**src/rtl/inst_loader_if.sv**
```systemverilog
// Handshake and memory-write bundle for the serial instruction loader.
// The master side is the program source and observer; the loader is the slave.
interface inst_loader_if #(
    parameter int INST_W = 19,
    parameter int ADDR_W = 8,
    parameter int LEN_W  = 9
);
    logic              start;
    logic [LEN_W-1:0]  load_len;
    logic [7:0]        byte_in;
    logic              byte_valid;
    logic              byte_ready;
    logic              mem_we;
    logic [ADDR_W-1:0] mem_addr;
    logic [INST_W-1:0] mem_wdata;
    logic              busy;
    logic              cpu_hold;
    logic              done;
    logic              error;
    logic [LEN_W-1:0]  words_loaded;

    modport master (
        output start, load_len, byte_in, byte_valid,
        input  byte_ready, mem_we, mem_addr, mem_wdata, busy, cpu_hold,
               done, error, words_loaded
    );

    modport slave (
        input  start, load_len, byte_in, byte_valid,
        output byte_ready, mem_we, mem_addr, mem_wdata, busy, cpu_hold,
               done, error, words_loaded
    );
endinterface

```
**src/rtl/inst_loader.sv**
```systemverilog
// Serial instruction loader: assembles three big-endian bytes per word and
// writes them into instruction memory while holding the CPU.
//   state | meaning
//   IDLE  | waiting for start; words_loaded/error hold last load's result
//   B0    | waiting for byte 0 (bits 18:16, upper five bits must be zero)
//   B1    | waiting for byte 1 (bits 15:8)
//   B2    | waiting for byte 2 (bits 7:0)
//   WRITE | one-cycle memory write of the assembled word
//   FIN   | one-cycle done pulse, then back to IDLE
module inst_loader #(
    parameter int INST_W = 19,
    parameter int DEPTH  = 256,
    parameter int ADDR_W = 8,
    parameter int LEN_W  = 9
) (
    input  logic          clk,
    input  logic          reset,
    inst_loader_if.slave  bus
);
    typedef enum logic [2:0] {IDLE, B0, B1, B2, WRITE, FIN} state_t;

    localparam logic [LEN_W-1:0] DEPTH_L = LEN_W'(DEPTH);

    state_t            state_q, state_d;
    logic [LEN_W-1:0]  len_q, len_d;
    logic [LEN_W-1:0]  words_q, words_d;
    logic              err_q, err_d;
    logic [2:0]        hi_q, hi_d;
    logic [7:0]        mid_q, mid_d;
    logic [ADDR_W-1:0] addr_q, addr_d;
    logic [INST_W-1:0] wdata_q, wdata_d;
    logic              ready;
    logic              accept;

    assign ready  = (state_q == B0) || (state_q == B1) || (state_q == B2);
    assign accept = ready && bus.byte_valid;

    always_ff @(posedge clk or posedge reset) begin
        if (reset) begin
            state_q <= IDLE;
            len_q   <= '0;
            words_q <= '0;
            err_q   <= 1'b0;
            hi_q    <= '0;
            mid_q   <= '0;
            addr_q  <= '0;
            wdata_q <= '0;
        end else begin
            state_q <= state_d;
            len_q   <= len_d;
            words_q <= words_d;
            err_q   <= err_d;
            hi_q    <= hi_d;
            mid_q   <= mid_d;
            addr_q  <= addr_d;
            wdata_q <= wdata_d;
        end
    end

    always_comb begin
        state_d = state_q;
        len_d   = len_q;
        words_d = words_q;
        err_d   = err_q;
        hi_d    = hi_q;
        mid_d   = mid_q;
        addr_d  = addr_q;
        wdata_d = wdata_q;
        case (state_q)
            IDLE: begin
                if (bus.start) begin
                    // Clamping to DEPTH keeps the write address from wrapping.
                    len_d   = (bus.load_len > DEPTH_L) ? DEPTH_L : bus.load_len;
                    words_d = '0;
                    err_d   = 1'b0;
                    state_d = (bus.load_len == '0) ? FIN : B0;
                end
            end
            B0: begin
                if (accept) begin
                    if (|bus.byte_in[7:3]) begin
                        err_d   = 1'b1;
                        state_d = FIN;
                    end else begin
                        hi_d    = bus.byte_in[2:0];
                        state_d = B1;
                    end
                end
            end
            B1: begin
                if (accept) begin
                    mid_d   = bus.byte_in;
                    state_d = B2;
                end
            end
            B2: begin
                if (accept) begin
                    // Address and data registers change only here, so they hold
                    // steady whenever mem_we is low.
                    wdata_d = INST_W'({hi_q, mid_q, bus.byte_in});
                    addr_d  = words_q[ADDR_W-1:0];
                    state_d = WRITE;
                end
            end
            WRITE: begin
                words_d = words_q + LEN_W'(1);
                state_d = (words_d == len_q) ? FIN : B0;
            end
            FIN:     state_d = IDLE;
            default: state_d = IDLE;
        endcase
    end

    assign bus.byte_ready   = ready;
    assign bus.mem_we       = (state_q == WRITE);
    assign bus.mem_addr     = addr_q;
    assign bus.mem_wdata    = wdata_q;
    assign bus.busy         = (state_q != IDLE);
    assign bus.cpu_hold     = (state_q != IDLE);
    assign bus.done         = (state_q == FIN);
    assign bus.error        = err_q;
    assign bus.words_loaded = words_q;
endmodule

```
**src/flat_wrapper.sv**
```systemverilog
// flat-port wrapper written by rule: the top's interface ports become plain ports
module inst_loader_flat 
#(
    parameter int INST_W = 19,
    parameter int DEPTH  = 256,
    parameter int ADDR_W = 8,
    parameter int LEN_W  = 9
)
  (clk, reset, bus_start, bus_load_len, bus_byte_in, bus_byte_valid, bus_byte_ready, bus_mem_we, bus_mem_addr, bus_mem_wdata, bus_busy, bus_cpu_hold, bus_done, bus_error, bus_words_loaded);
  inst_loader_if #(.INST_W(INST_W), .ADDR_W(ADDR_W), .LEN_W(LEN_W)) bus_i ();
  input  logic clk;
  input  logic reset;
  input wire logic [$bits(bus_i.start)-1:0] bus_start;
  input wire logic [$bits(bus_i.load_len)-1:0] bus_load_len;
  input wire logic [$bits(bus_i.byte_in)-1:0] bus_byte_in;
  input wire logic [$bits(bus_i.byte_valid)-1:0] bus_byte_valid;
  output wire logic [$bits(bus_i.byte_ready)-1:0] bus_byte_ready;
  output wire logic [$bits(bus_i.mem_we)-1:0] bus_mem_we;
  output wire logic [$bits(bus_i.mem_addr)-1:0] bus_mem_addr;
  output wire logic [$bits(bus_i.mem_wdata)-1:0] bus_mem_wdata;
  output wire logic [$bits(bus_i.busy)-1:0] bus_busy;
  output wire logic [$bits(bus_i.cpu_hold)-1:0] bus_cpu_hold;
  output wire logic [$bits(bus_i.done)-1:0] bus_done;
  output wire logic [$bits(bus_i.error)-1:0] bus_error;
  output wire logic [$bits(bus_i.words_loaded)-1:0] bus_words_loaded;
  assign bus_i.start = bus_start;
  assign bus_i.load_len = bus_load_len;
  assign bus_i.byte_in = bus_byte_in;
  assign bus_i.byte_valid = bus_byte_valid;
  assign bus_byte_ready = bus_i.byte_ready;
  assign bus_mem_we = bus_i.mem_we;
  assign bus_mem_addr = bus_i.mem_addr;
  assign bus_mem_wdata = bus_i.mem_wdata;
  assign bus_busy = bus_i.busy;
  assign bus_cpu_hold = bus_i.cpu_hold;
  assign bus_done = bus_i.done;
  assign bus_error = bus_i.error;
  assign bus_words_loaded = bus_i.words_loaded;
  inst_loader #(.INST_W(INST_W), .DEPTH(DEPTH), .ADDR_W(ADDR_W), .LEN_W(LEN_W)) u_core (.clk(clk), .reset(reset), .bus(bus_i));
endmodule
```
**config.mk**
```make
export PLATFORM = sky130hd
export DESIGN_NAME = inst_loader_flat
export DESIGN_NICKNAME = d
export VERILOG_FILES = /design/src/rtl/inst_loader_if.sv /design/src/rtl/inst_loader.sv /design/src/flat_wrapper.sv
export SDC_FILE = /design/constraint.sdc
export NUM_CORES = 1
export LEC_CHECK = 0
export CORE_MARGIN = 3
export CORE_UTILIZATION = 50
export CTS_CLUSTER_DIAMETER = 30
export CTS_CLUSTER_SIZE = 30
export DETAILED_ROUTE_END_ITERATION = 7
export PLACE_DENSITY = 0.9
export SETUP_SLACK_MARGIN = 0.4
export SLEW_MARGIN = 20
export SYNTH_ARGS = -nofsm -noshare
export SYNTH_HDL_FRONTEND = slang
export SYNTH_SLANG_ARGS = --single-unit
```
**constraint.sdc**
```tcl
create_clock -name clk -period 4.2 [get_ports clk]
set_input_delay 1.26 -clock clk [delete_from_list [all_inputs] [get_ports clk]]
set_output_delay 1.26 -clock clk [all_outputs]
set_load 0.02 [all_outputs]
```
==> results of run 1 <==
==> worst max-delay path: cells and delay by family (launching register included) <==
| family | cells | cell delay [ns] |
|---|---|---|
| buf+inv | 3 | 1.12 |
| flops | 1 | 0.47 |
| simple gates | 2 | 0.43 |
==> metrics by stage <==
| step | worst slack [ns] | power, µW | util | std cells | hold WS [ns] |
|---|---|---|---|---|---|
| floorplan | 1.45 | 1190 | - | 250 | 0.469 |
| global placement | 0.948 | 1420 | 0.658 | 371 | 0.484 |
| detailed placement | 0.909 | 1440 | 0.658 | 371 | 0.493 |
| CTS | 0.579 | 2030 | 0.701 | 387 | 0.508 |
| global route | 0.453 | 2140 | 0.701 | 387 | 0.520 |
| finish | 0.580 | 2020 | 0.701 | 387 | 0.508 |
==> routing by layer <==
| layer | share of wire | track usage |
|---|---|---|
| met5 | 0 | 0 |
| met4 | 0.0088 | 0.0743 |
| met3 | 0.076 | 0.0698 |
| met2 | 0.50 | 0.342 |
| met1 | 0.41 | 0.280 |
==> final cells by class <==
cell class                      instances  area [µm²]
Inverter                                4        15.0
Timing Repair Buffer                   66         651
Tap cell                               70        87.6
Multi-Input combinational cell        171        1210
Fill cell                             400        1580
Clock inverter                          6        87.6
Clock buffer                           10         138
Sequential cell                        60        1500
==> cell usage in the layout (no fill, tap or decap), types with 4 or more instances in the layout <==
cell / n
a21oi_1: 4
buf_4: 4
clkbuf_8: 10
clkdlybuf4s50_1: 62
dfrtp_1: 60
mux2_2: 39
nand2_1: 24
nand2b_1: 8
nand3_1: 7
nor2_1: 16
nor4_1: 4
o21ai_0: 25
xnor2_1: 8
xor2_1: 4
==> final timing paths <==
check / from / to / slack (ns) / depth (start not counted)
max: u_core.state_q[1] / bus_mem_we / 0.58 / 5
min: u_core.mid_q[5] / u_core.mid_q[5] / 0.51 / 1
max reg2reg: u_core.bus.words_loaded[0] / u_core.state_q[2] / 2.15 / 6
min reg2reg: u_core.mid_q[5] / u_core.mid_q[5] / 0.51 / 1
max in group asynchronous: reset / u_core.bus.mem_wdata[3] / 2.29 / 3
min in group asynchronous: reset / u_core.len_q[5] / 1.21 / 2
==> report_power, final <==
part           leakage [µW]  switching (µW)  total, µW  internal, µW
registers          0.000815             123        825           703
clock network      0.000105             235        583           349
logic              0.000728             306        608           303
==> kinds of logic (layout without fill, tap and decap cells) <==
logic type                 count (synthesis)  after routing
AOI/OAI and AO/OA                         41             41
xor gates and xnor gates                  12             12
adders and majority gates                  1              1
buffers and inverters                     19             86
DFF                                       60             60
muxes                                     40             40
and+or+nand+nor                           77             77
==> state kept, by name, indices dropped and copies added, names as in the netlist <==
register,count
u_core.state_q,3
u_core.len_q,9
u_core.bus.error,1
u_core.hi_q,3
u_core.bus.mem_addr,8
u_core.mid_q,8
u_core.bus.words_loaded,9
u_core.bus.mem_wdata,19
==> summary.md, run 1 <==
| Metric | Value |
|---|---|
| Area fraction of the dominant cell type after synthesis | 0.534 |
| Xor/xnor cell area share of the yosys netlist | 0.0374 |
| CP endpoint kind | output port |
| Synthesized instance count | 250 |
| Area contributors post-synth | dfrtp_1 53%, mux2_2 16%, o21ai_0 4.4%, nand2_1 3.2%, xnor2_1 2.5% |
| CP cell instances | nor2_1 > buf_4 > nand2_1 > inv_1 > clkdlybuf4s50_1 |
| Drt via density | 5.55 |
| Ports | 63 |
| Crit-path max cell delay | 0.66 ns |
| Clock Tree Root | clkbuf_8 |
| Pwr dens | 546 nW/µm² |
| Post-DP Area | 3470 µm² |
| CP arrival | 2.36 ns |
| Initial Utilization | 0.534 |
| CTS clk-pin slew, worst paths | 0.07 ns |
| Number of clock sinks | 60 |
| Post-Syn Nets | 272 |
| Detailed-route via count | 2146 |
| Htree depth | 3 |
| # hold bufs at CTS | 0 |
| Synth Register Bits | 60 |
| Input/output buffers | 62 |
| Drt pass-1 iters | 4 |
| Gp weighted congestion | 0.892 |
| Core ar. | 5270 µm² |
| Startpoint type of the worst setup path | register |
| Most common cell in the netlist | dfrtp_1 |
| First-pass GRT wire length | 10800 µm |
| Final hold violations | 0 |
| Initial antenna violation count | 0 |
| DIE AREA | 6560 µm² |
| Crit-path max FO | 14 |
| Mux share of post-synthesis cell area | 0.160 |
| Min Tclk post-route | 3.62 ns |
| Status | finished clean |
| Largest net degree at the start of global routing | 30 |
| Max-cap viol count | 0 |
| Fraction of registers with async set/reset | 1.00 |
| Antenna cells | 0 |
| Sequential area share after synthesis | 0.534 |
| DP Wirelength | 4480 µm |
| Simple-gate share of the synthesized area | 0.142 |
| Top FF cell, synth | dfrtp_1 |
| Worst Setup Path Type | reg -> out |
| Gr ovfl total | 0 |
| Synth Cell Area | 2810 µm² |
| Num CTS Buffers | 9 |
| Ratio of final minimum period to clock period | 0.862 |
| Number of synthesized flops with an enable pin | 0 |
| Hold Crit Class | reg -> reg |
| LEAKAGE | 0.00165 µW |
| Mapped Avg Cell Area | 11.3 µm² |
| Crit-path slowest cell | clkdlybuf4s50_1 |
| DRC | 0 |
| Synth Area in Compound Gates | 0.0881 |
| Non-Filler Cell Area, Final | 3690 µm² |
| Post-CTS setup repair buffer count | 0 |
| Routed wire length | 6340 µm |
| Setup Skew | 0.00765 ns |
| Worst-Margin Slew | 0.786 ns |
| Setup violations, final | 0 |
| Max-slew violations | 0 |
| Vias in the first global route | 2213 |
| Synth-to-Final Area Change | 31.4% |
| Peak VDD IR | 0.000302 V |
| Maximum clock rate | 276 MHz |
| Yosys Warn Count | 0 |
| Main combinational cell family by area after synthesis | multiplexers |
| Core Rows | 26 |
| Nets | 334 |
| Synth area leader | dfrtp_1 |
| Maximum clock path buffer count | 2 |
| PostCTS Resize Cnt | 0 |
| Clk Latency, worst-skew pair | 0.34 ns |
| Synth Area in Adders | 0.00445 |
| Critical Path RT | 2.94 ns |
| Setup TNS | 0 ns |
| Layout cell share with drive strength beyond 1 | 0.205 |
| Relative slew slack | 0.475 |
| CTS tree | built |
| Post-synth top cells | 60 x dfrtp_1, 39 x mux2_2, 25 x o21ai_0 |
| Netlist cell types | 40 |
| Gr usage total | 0.216 |
| Die X | 81 µm |
| 1st-iter DRT viols | 154 |
| DR WL/cell | 16.4 µm |
| Routed Antenna Nets | 0 |
| Die H | 81 µm |
| Unrepaired setup endpoints after global routing | no |
Note: power is estimated with default switching activity, not from simulation.
==> run 2: changes to the inputs <==
--- a/config.mk
+++ b/config.mk
@@ -10,6 +10,7 @@
 export CTS_CLUSTER_DIAMETER = 30
 export CTS_CLUSTER_SIZE = 30
 export DETAILED_ROUTE_END_ITERATION = 7
+export MAX_ROUTING_LAYER = met4
 export PLACE_DENSITY = 0.9
 export SETUP_SLACK_MARGIN = 0.4
 export SLEW_MARGIN = 20
==> run 2 against run 1 <==
  * Clock power is essentially flat
  * Utilization is the same
  * Register-to-register slack gained 0.02 ns
  * Largest cell class unchanged
  * Largest power group unchanged
==> summary.md, run 2 (same netlist as run 1, synthesis figures left out) <==
| Metric | Value |
|---|---|
| Gr usage total | 0.222 (was 0.216) |
| Initial antenna violation count | 0 (unchanged) |
| First-pass GRT wire length | 10800 µm (about the same) |
| Register-to-Register Path Depth | 6 (unchanged) |
| Startpoint type of the worst setup path | register (unchanged) |
| Input/output buffers | 62 (unchanged) |
| # hold bufs at CTS | 0 (unchanged) |
| Worst reg2reg path endpoint | u_core.state_q[2] (unchanged) |
| Core ar. | 5270 µm² (unchanged) |
| Drt pass-1 iters | 4 (unchanged) |
| Die X | 81 µm (unchanged) |
| Nets | 334 (unchanged) |
| CP endpoint kind | output port (unchanged) |
| Post-layout worst setup margin | 0.584 ns (was 0.580 ns) |
| DP Wirelength | 4480 µm (unchanged) |
| Num CTS Buffers | 9 (unchanged) |
| Max-slew violations | 0 (unchanged) |
| Detailed-route via count | 2156 (was 2146) |
| Core Rows | 26 (unchanged) |
| Peak VDD IR | 0.000302 V (about the same) |
| 1st-iter DRT viols | 169 (was 154) |
| Max-cap viol count | 0 (unchanged) |
| Most common cell after layout, fill and taps aside | clkdlybuf4s50_1 (unchanged) |
| CP arrival | 2.36 ns (about the same) |
| Die H | 81 µm (unchanged) |
| Pwr dens | 546 nW/µm² (about the same) |
| Ratio of final minimum period to clock period | 0.861 (was 0.862) |
| Final hold violations | 0 (unchanged) |
| Non-Filler Cell Area, Final | 3690 µm² (unchanged) |
| Min Tclk post-route | 3.62 ns (about the same) |
| Routed wire length | 6350 µm (was 6340 µm) |
| Setup violations, final | 0 (unchanged) |
| Register-to-register setup slack | 2.17 ns (was 2.15 ns) |
| Max reg flops | 19 (unchanged) |
| DIE AREA | 6560 µm² (unchanged) |
| Clk Latency, worst-skew pair | 0.34 ns (about the same) |
| Layout Cells excl Fill | 387 (unchanged) |
| Largest net degree at the start of global routing | 30 (unchanged) |
| PostCTS Resize Cnt | 0 (unchanged) |
| DR WL/cell | 16.4 µm (about the same) |
| Post-DP Area | 3470 µm² (unchanged) |
| CTS tree | built (unchanged) |
| Post-Place Worst Slack | 0.909 ns (unchanged) |
| Ports | 63 (unchanged) |
| Setup TNS | 0 ns (unchanged) |
| Antenna cells | 0 (unchanged) |
| WHS Endpoint | u_core.mid_q[5] (unchanged) |
| Post-CTS setup repair buffer count | 0 (unchanged) |
| CTS clk-pin slew, worst paths | 0.07 ns (about the same) |
| Setup Skew | 0.00836 ns (was 0.00765 ns) |
| LEAKAGE | 0.00165 µW (unchanged) |
| Crit-path max FO | 14 (unchanged) |
| DRC | 0 (unchanged) |
| Critical Path RT | 2.94 ns (about the same) |
| Hold Path Origin | u_core.mid_q[5] (unchanged) |
| WHS Path Cells | 1 (unchanged) |
| Routed Antenna Nets | 0 (unchanged) |
| Final Util | 0.701 (unchanged) |
| Worst Setup Path Type | reg -> out (unchanged) |
| Drt via density | 5.57 (was 5.55) |
| Unrepaired setup endpoints after global routing | no (unchanged) |
| Status | finished clean (unchanged) |
| Synth-to-Final Area Change | 31.4% (unchanged) |
| Initial Utilization | 0.534 (unchanged) |
| Number of clock sinks | 60 (unchanged) |
| RR Startpoint | u_core.bus.words_loaded[0] (unchanged) |
| Clock Tree Root | clkbuf_8 (unchanged) |
| Gr ovfl total | 0 (unchanged) |
| Most frequent cells in the layout | 62 x clkdlybuf4s50_1, 60 x dfrtp_1, 39 x mux2_2 (unchanged) |
| Maximum clock rate | 277 MHz (was 276 MHz) |
| Layout cell share with drive strength beyond 1 | 0.205 (unchanged) |
| Relative slew slack | 0.471 (was 0.475) |
| Gp weighted congestion | 0.907 (was 0.892) |
| Fillers | 400 (unchanged) |
| Hold Crit Class | reg -> reg (unchanged) |
| Htree depth | 3 (unchanged) |
| Vias in the first global route | 2221 (was 2213) |
| Placed insts | 371 (unchanged) |
| Maximum clock path buffer count | 2 (unchanged) |
| Worst-Margin Slew | 0.792 ns (was 0.786 ns) |
-- run 2: cell counts in the layout (fill, tap and decap cells not counted) --
Identical to the previous run, type by type.
-- run 2: worst max-delay path: stages, from the launching register on --
cell and delay (ns):
dfrtp_1 0.47, nor2_1 0.14, buf_4 0.16, nand2_1 0.29, inv_1 0.30, clkdlybuf4s50_1 0.66
-- run 2: how the worst max path moves through the flow --
| stage | from | to | slack (ns) | cells after the start |
|---|---|---|---|---|
| after floorplan | bus_byte_in[3] | u_core.hi_q[0] | 1.45 | 4 |
| after global placement | bus_byte_in[3] | u_core.hi_q[0] | 0.95 | 5 |
| after detailed placement | bus_byte_in[4] | u_core.hi_q[1] | 0.91 | 5 |
| after CTS | u_core.state_q[1] | bus_mem_we | 0.58 | 5 |
| after global routing | u_core.state_q[1] | bus_mem_we | 0.45 | 5 |
| final | u_core.state_q[1] | bus_mem_we | 0.58 | 5 |
-- run 2: report_power, final --
part	leakage, µW	internal [µW]	switching, µW	total [µW]
logic	0.000728	303	307	609
registers	0.000815	703	123	826
clock network	0.000105	349	235	583
total	0.00165	1350	664	2020
-- run 2: routing by layer --
layer | wire, µm | track usage | part of all wire | vias up
met4 | 51 | 0.0743 | 0.0080 | 0
met5 | 0 | - | 0 | -
met2 | 3180 | 0.341 | 0.50 | 79
li1 | - | - | - | 998
met1 | 2700 | 0.287 | 0.43 | 1074
met3 | 417 | 0.0599 | 0.066 | 5
-- run 2: stage by stage --
step                power (µW)  hold slack [ns]
detailed placement        1440            0.493
finish                    2020            0.506
global placement          1420            0.484
global route              2140            0.520
CTS                       2030            0.508
floorplan                 1190            0.469
-- run 2: layout make-up --
| type | count | area (µm²) | share of cell area |
|---|---|---|---|
| Inverter | 4 | 15.0 | 0.00406 |
| Clock buffer | 10 | 138 | 0.0373 |
| Sequential cell | 60 | 1500 | 0.406 |
| Timing Repair Buffer | 66 | 651 | 0.176 |
| Tap cell | 70 | 87.6 | 0.0237 |
| Multi-Input combinational cell | 171 | 1210 | 0.329 |
| Clock inverter | 6 | 87.6 | 0.0237 |
==> run 3: changes to the inputs <==
--- a/config.mk
+++ b/config.mk
@@ -5,7 +5,6 @@
 export SDC_FILE = /design/constraint.sdc
 export NUM_CORES = 1
 export LEC_CHECK = 0
-export CORE_MARGIN = 3
 export CORE_UTILIZATION = 50
 export CTS_CLUSTER_DIAMETER = 30
 export CTS_CLUSTER_SIZE = 30
@@ -13,6 +12,7 @@
 export MAX_ROUTING_LAYER = met4
 export PLACE_DENSITY = 0.9
 export SETUP_SLACK_MARGIN = 0.4
+export SKIP_LAST_GASP = 1
 export SLEW_MARGIN = 20
 export SYNTH_ARGS = -nofsm -noshare
 export SYNTH_HDL_FRONTEND = slang
==> run 3 against run 2 <==
  * Fmax increased by 4.8%
  * Wire length fell by 6.3%
  * Global-route usage is 1.1 points higher
  * Clock power down 15%
  * Non-clock buffer count rose by 1
  * Worst setup slack improved by 0.16 ns
  * Count of clock-buffer cells in the layout rose by 1
  * Via count fell by 2.2%
  * Clock skew fell by 0.0041 ns
  * Critical endpoint unchanged
  * Highest routed layer unchanged
==> summary.md, run 3 (same netlist as run 1, synthesis figures left out) <==
| Metric | Value |
|---|---|
| Setup TNS | 0 ns (unchanged) |
| Startpoint type of the worst setup path | register (unchanged) |
| Worst-Margin Slew | 0.859 ns (was 0.792 ns) |
| # hold bufs at CTS | 0 (unchanged) |
| Routed Antenna Nets | 0 (unchanged) |
| Input/output buffers | 62 (unchanged) |
| Initial antenna violation count | 0 (unchanged) |
| Internal power component | 1280 µW (was 1350 µW) |
| Gr usage total | 0.233 (was 0.222) |
| CP arrival | 2.19 ns (was 2.36 ns) |
| Tot Pwr | 1920 µW (was 2020 µW) |
| Combinational share of power | 0.314 (was 0.302) |
| Core Rows | 26 (unchanged) |
| Post-layout worst setup margin | 0.748 ns (was 0.584 ns) |
| Num CTS Buffers | 9 (unchanged) |
| Synth-to-Final Area Change | 30.2% (was 31.4%) |
| Max-slew violations | 0 (unchanged) |
| Hold Path Origin | u_core.bus.mem_addr[3] (was u_core.mid_q[5]) |
| PostCTS Resize Cnt | 0 (unchanged) |
| Largest net degree at the start of global routing | 61 (was 30) |
| Routed wire length | 5960 µm (was 6350 µm) |
| Min Tclk post-route | 3.45 ns (was 3.62 ns) |
| WHS | 0.504 ns (was 0.506 ns) |
| RR Startpoint | u_core.state_q[0] (was u_core.bus.words_loaded[0]) |
| Gr ovfl total | 0 (unchanged) |
| Most frequent cells in the layout | 62 x clkdlybuf4s50_1, 60 x dfrtp_1, 39 x mux2_2 (unchanged) |
| Clock Tree Root | clkbuf_8 (unchanged) |
| Peak VDD IR | 0.000318 V (was 0.000302 V) |
| DRC | 0 (unchanged) |
| Maximum clock path buffer count | 2 (unchanged) |
| Post-CTS setup repair buffer count | 0 (unchanged) |
| DIE AREA | 5930 µm² (was 6560 µm²) |
| CP endpoint kind | output port (unchanged) |
| Sequential power share | 0.429 (was 0.409) |
| Nets | 335 (was 334) |
| Antenna cells | 0 (unchanged) |
| Maximum clock rate | 290 MHz (was 277 MHz) |
| Hold Crit Class | reg -> reg (unchanged) |
| Die H | 77 µm (was 81 µm) |
| Final hold violations | 0 (unchanged) |
| Crit-path max FO | 14 (unchanged) |
| Die X | 77 µm (was 81 µm) |
| Setup crit start | u_core.state_q[1] (unchanged) |
| Post-DP Area | 3480 µm² (was 3470 µm²) |
| Ratio of final minimum period to clock period | 0.822 (was 0.861) |
| Pwr dens | 526 nW/µm² (was 546 nW/µm²) |
| Detailed-route via count | 2109 (was 2156) |
| Setup violations, final | 0 (unchanged) |
| First-pass GRT wire length | 10300 µm (was 10800 µm) |
| Net Sw Frac | 0.335 (was 0.329) |
| Fillers | 422 (was 400) |
| Core ar. | 5270 µm² (unchanged) |
| Relative slew slack | 0.426 (was 0.471) |
| Clk Latency, worst-skew pair | 0.33 ns (was 0.34 ns) |
| Clk pwr share | 0.257 (was 0.289) |
| Vias in the first global route | 2161 (was 2221) |
| Non-Filler Cell Area, Final | 3660 µm² (was 3690 µm²) |
| Drt pass-1 iters | 4 (unchanged) |
| Ports | 63 (unchanged) |
| 1st-iter DRT viols | 171 (was 169) |
| Status | finished clean (unchanged) |
| NetSw | 644 µW (was 664 µW) |
| Number of clock sinks | 60 (unchanged) |
| Initial Utilization | 0.534 (unchanged) |
| Drt via density | 5.44 (was 5.57) |
| Max-cap viol count | 0 (unchanged) |
| LEAKAGE | 0.00164 µW (was 0.00165 µW) |
| Post-Place Worst Slack | 0.865 ns (was 0.909 ns) |
| CTS tree | built (unchanged) |
| Worst Setup Path Type | reg -> out (unchanged) |
| DR WL/cell | 15.4 µm (was 16.4 µm) |
| Layout cell share with drive strength beyond 1 | 0.201 (was 0.205) |
| Setup Skew | 0.00426 ns (was 0.00836 ns) |
| Max reg flops | 19 (unchanged) |
| Unrepaired setup endpoints after global routing | no (unchanged) |
| Gp weighted congestion | 0.868 (was 0.907) |
| CTS clk-pin slew, worst paths | 0.07 ns (about the same) |
| Critical Path RT | 2.94 ns (about the same) |
| DP Wirelength | 4220 µm (was 4480 µm) |
| Htree depth | 3 (unchanged) |
| Most common cell after layout, fill and taps aside | clkdlybuf4s50_1 (unchanged) |
run 3: stage by stage:
stage / utilization / std cells
2_1_floorplan: - / 250
3_3_place_gp: 0.660 / 372
3_5_place_dp: 0.660 / 372
4_1_cts: 0.695 / 388
5_1_grt: 0.695 / 388
6_report: 0.695 / 388
run 3: area by class of cell:
cell class              count  area (µm²)  area share
multi-input cells         171        1210       0.332
well taps                  70        87.6      0.0239
repair buffers             67         658       0.180
clock buffers              11         131      0.0359
clock inverters             5        52.6      0.0144
flip-flops and latches     60        1500       0.410
inverters                   4        15.0     0.00410
run 3: critical path, cell delays in order (launching register included):
cell	delay [ns]
dfrtp_1	0.47
nor2_1	0.14
buf_4	0.16
nand2_1	0.07
buf_4	0.20
inv_1	0.18
clkdlybuf4s50_1	0.64
run 3: final timing paths:
path / end / slack, ns / cells after the start
worst max-delay path: bus_mem_we / 0.75 / 6
worst min-delay path: u_core.bus.mem_addr[3] / 0.50 / 1
worst max register to register: u_core.bus.mem_wdata[15] / 2.16 / 5
worst min register to register: u_core.bus.mem_addr[3] / 0.50 / 1
max in group asynchronous: u_core.bus.mem_wdata[15] / 2.25 / 3
min in group asynchronous: u_core.bus.mem_addr[4] / 1.46 / 3
run 3: power groups by stage:
stage	Sequential [µW]	Clock (µW)	Combinational, µW
3_3_place_gp	830	0	592
3_5_place_dp	835	0	608
4_1_cts	826	504	610
6_report	826	495	604
2_1_floorplan	845	0	349
5_1_grt	841	530	662
run 3: metal layers:
layer / up-vias / routed length (µm) / track usage
li1: 1007 / - / -
met1: 1035 / 2610 / 0.289
met2: 57 / 3010 / 0.378
met3: 10 / 246 / 0.0452
met4: 0 / 95 / 0.0943
met5: - / 0 / -
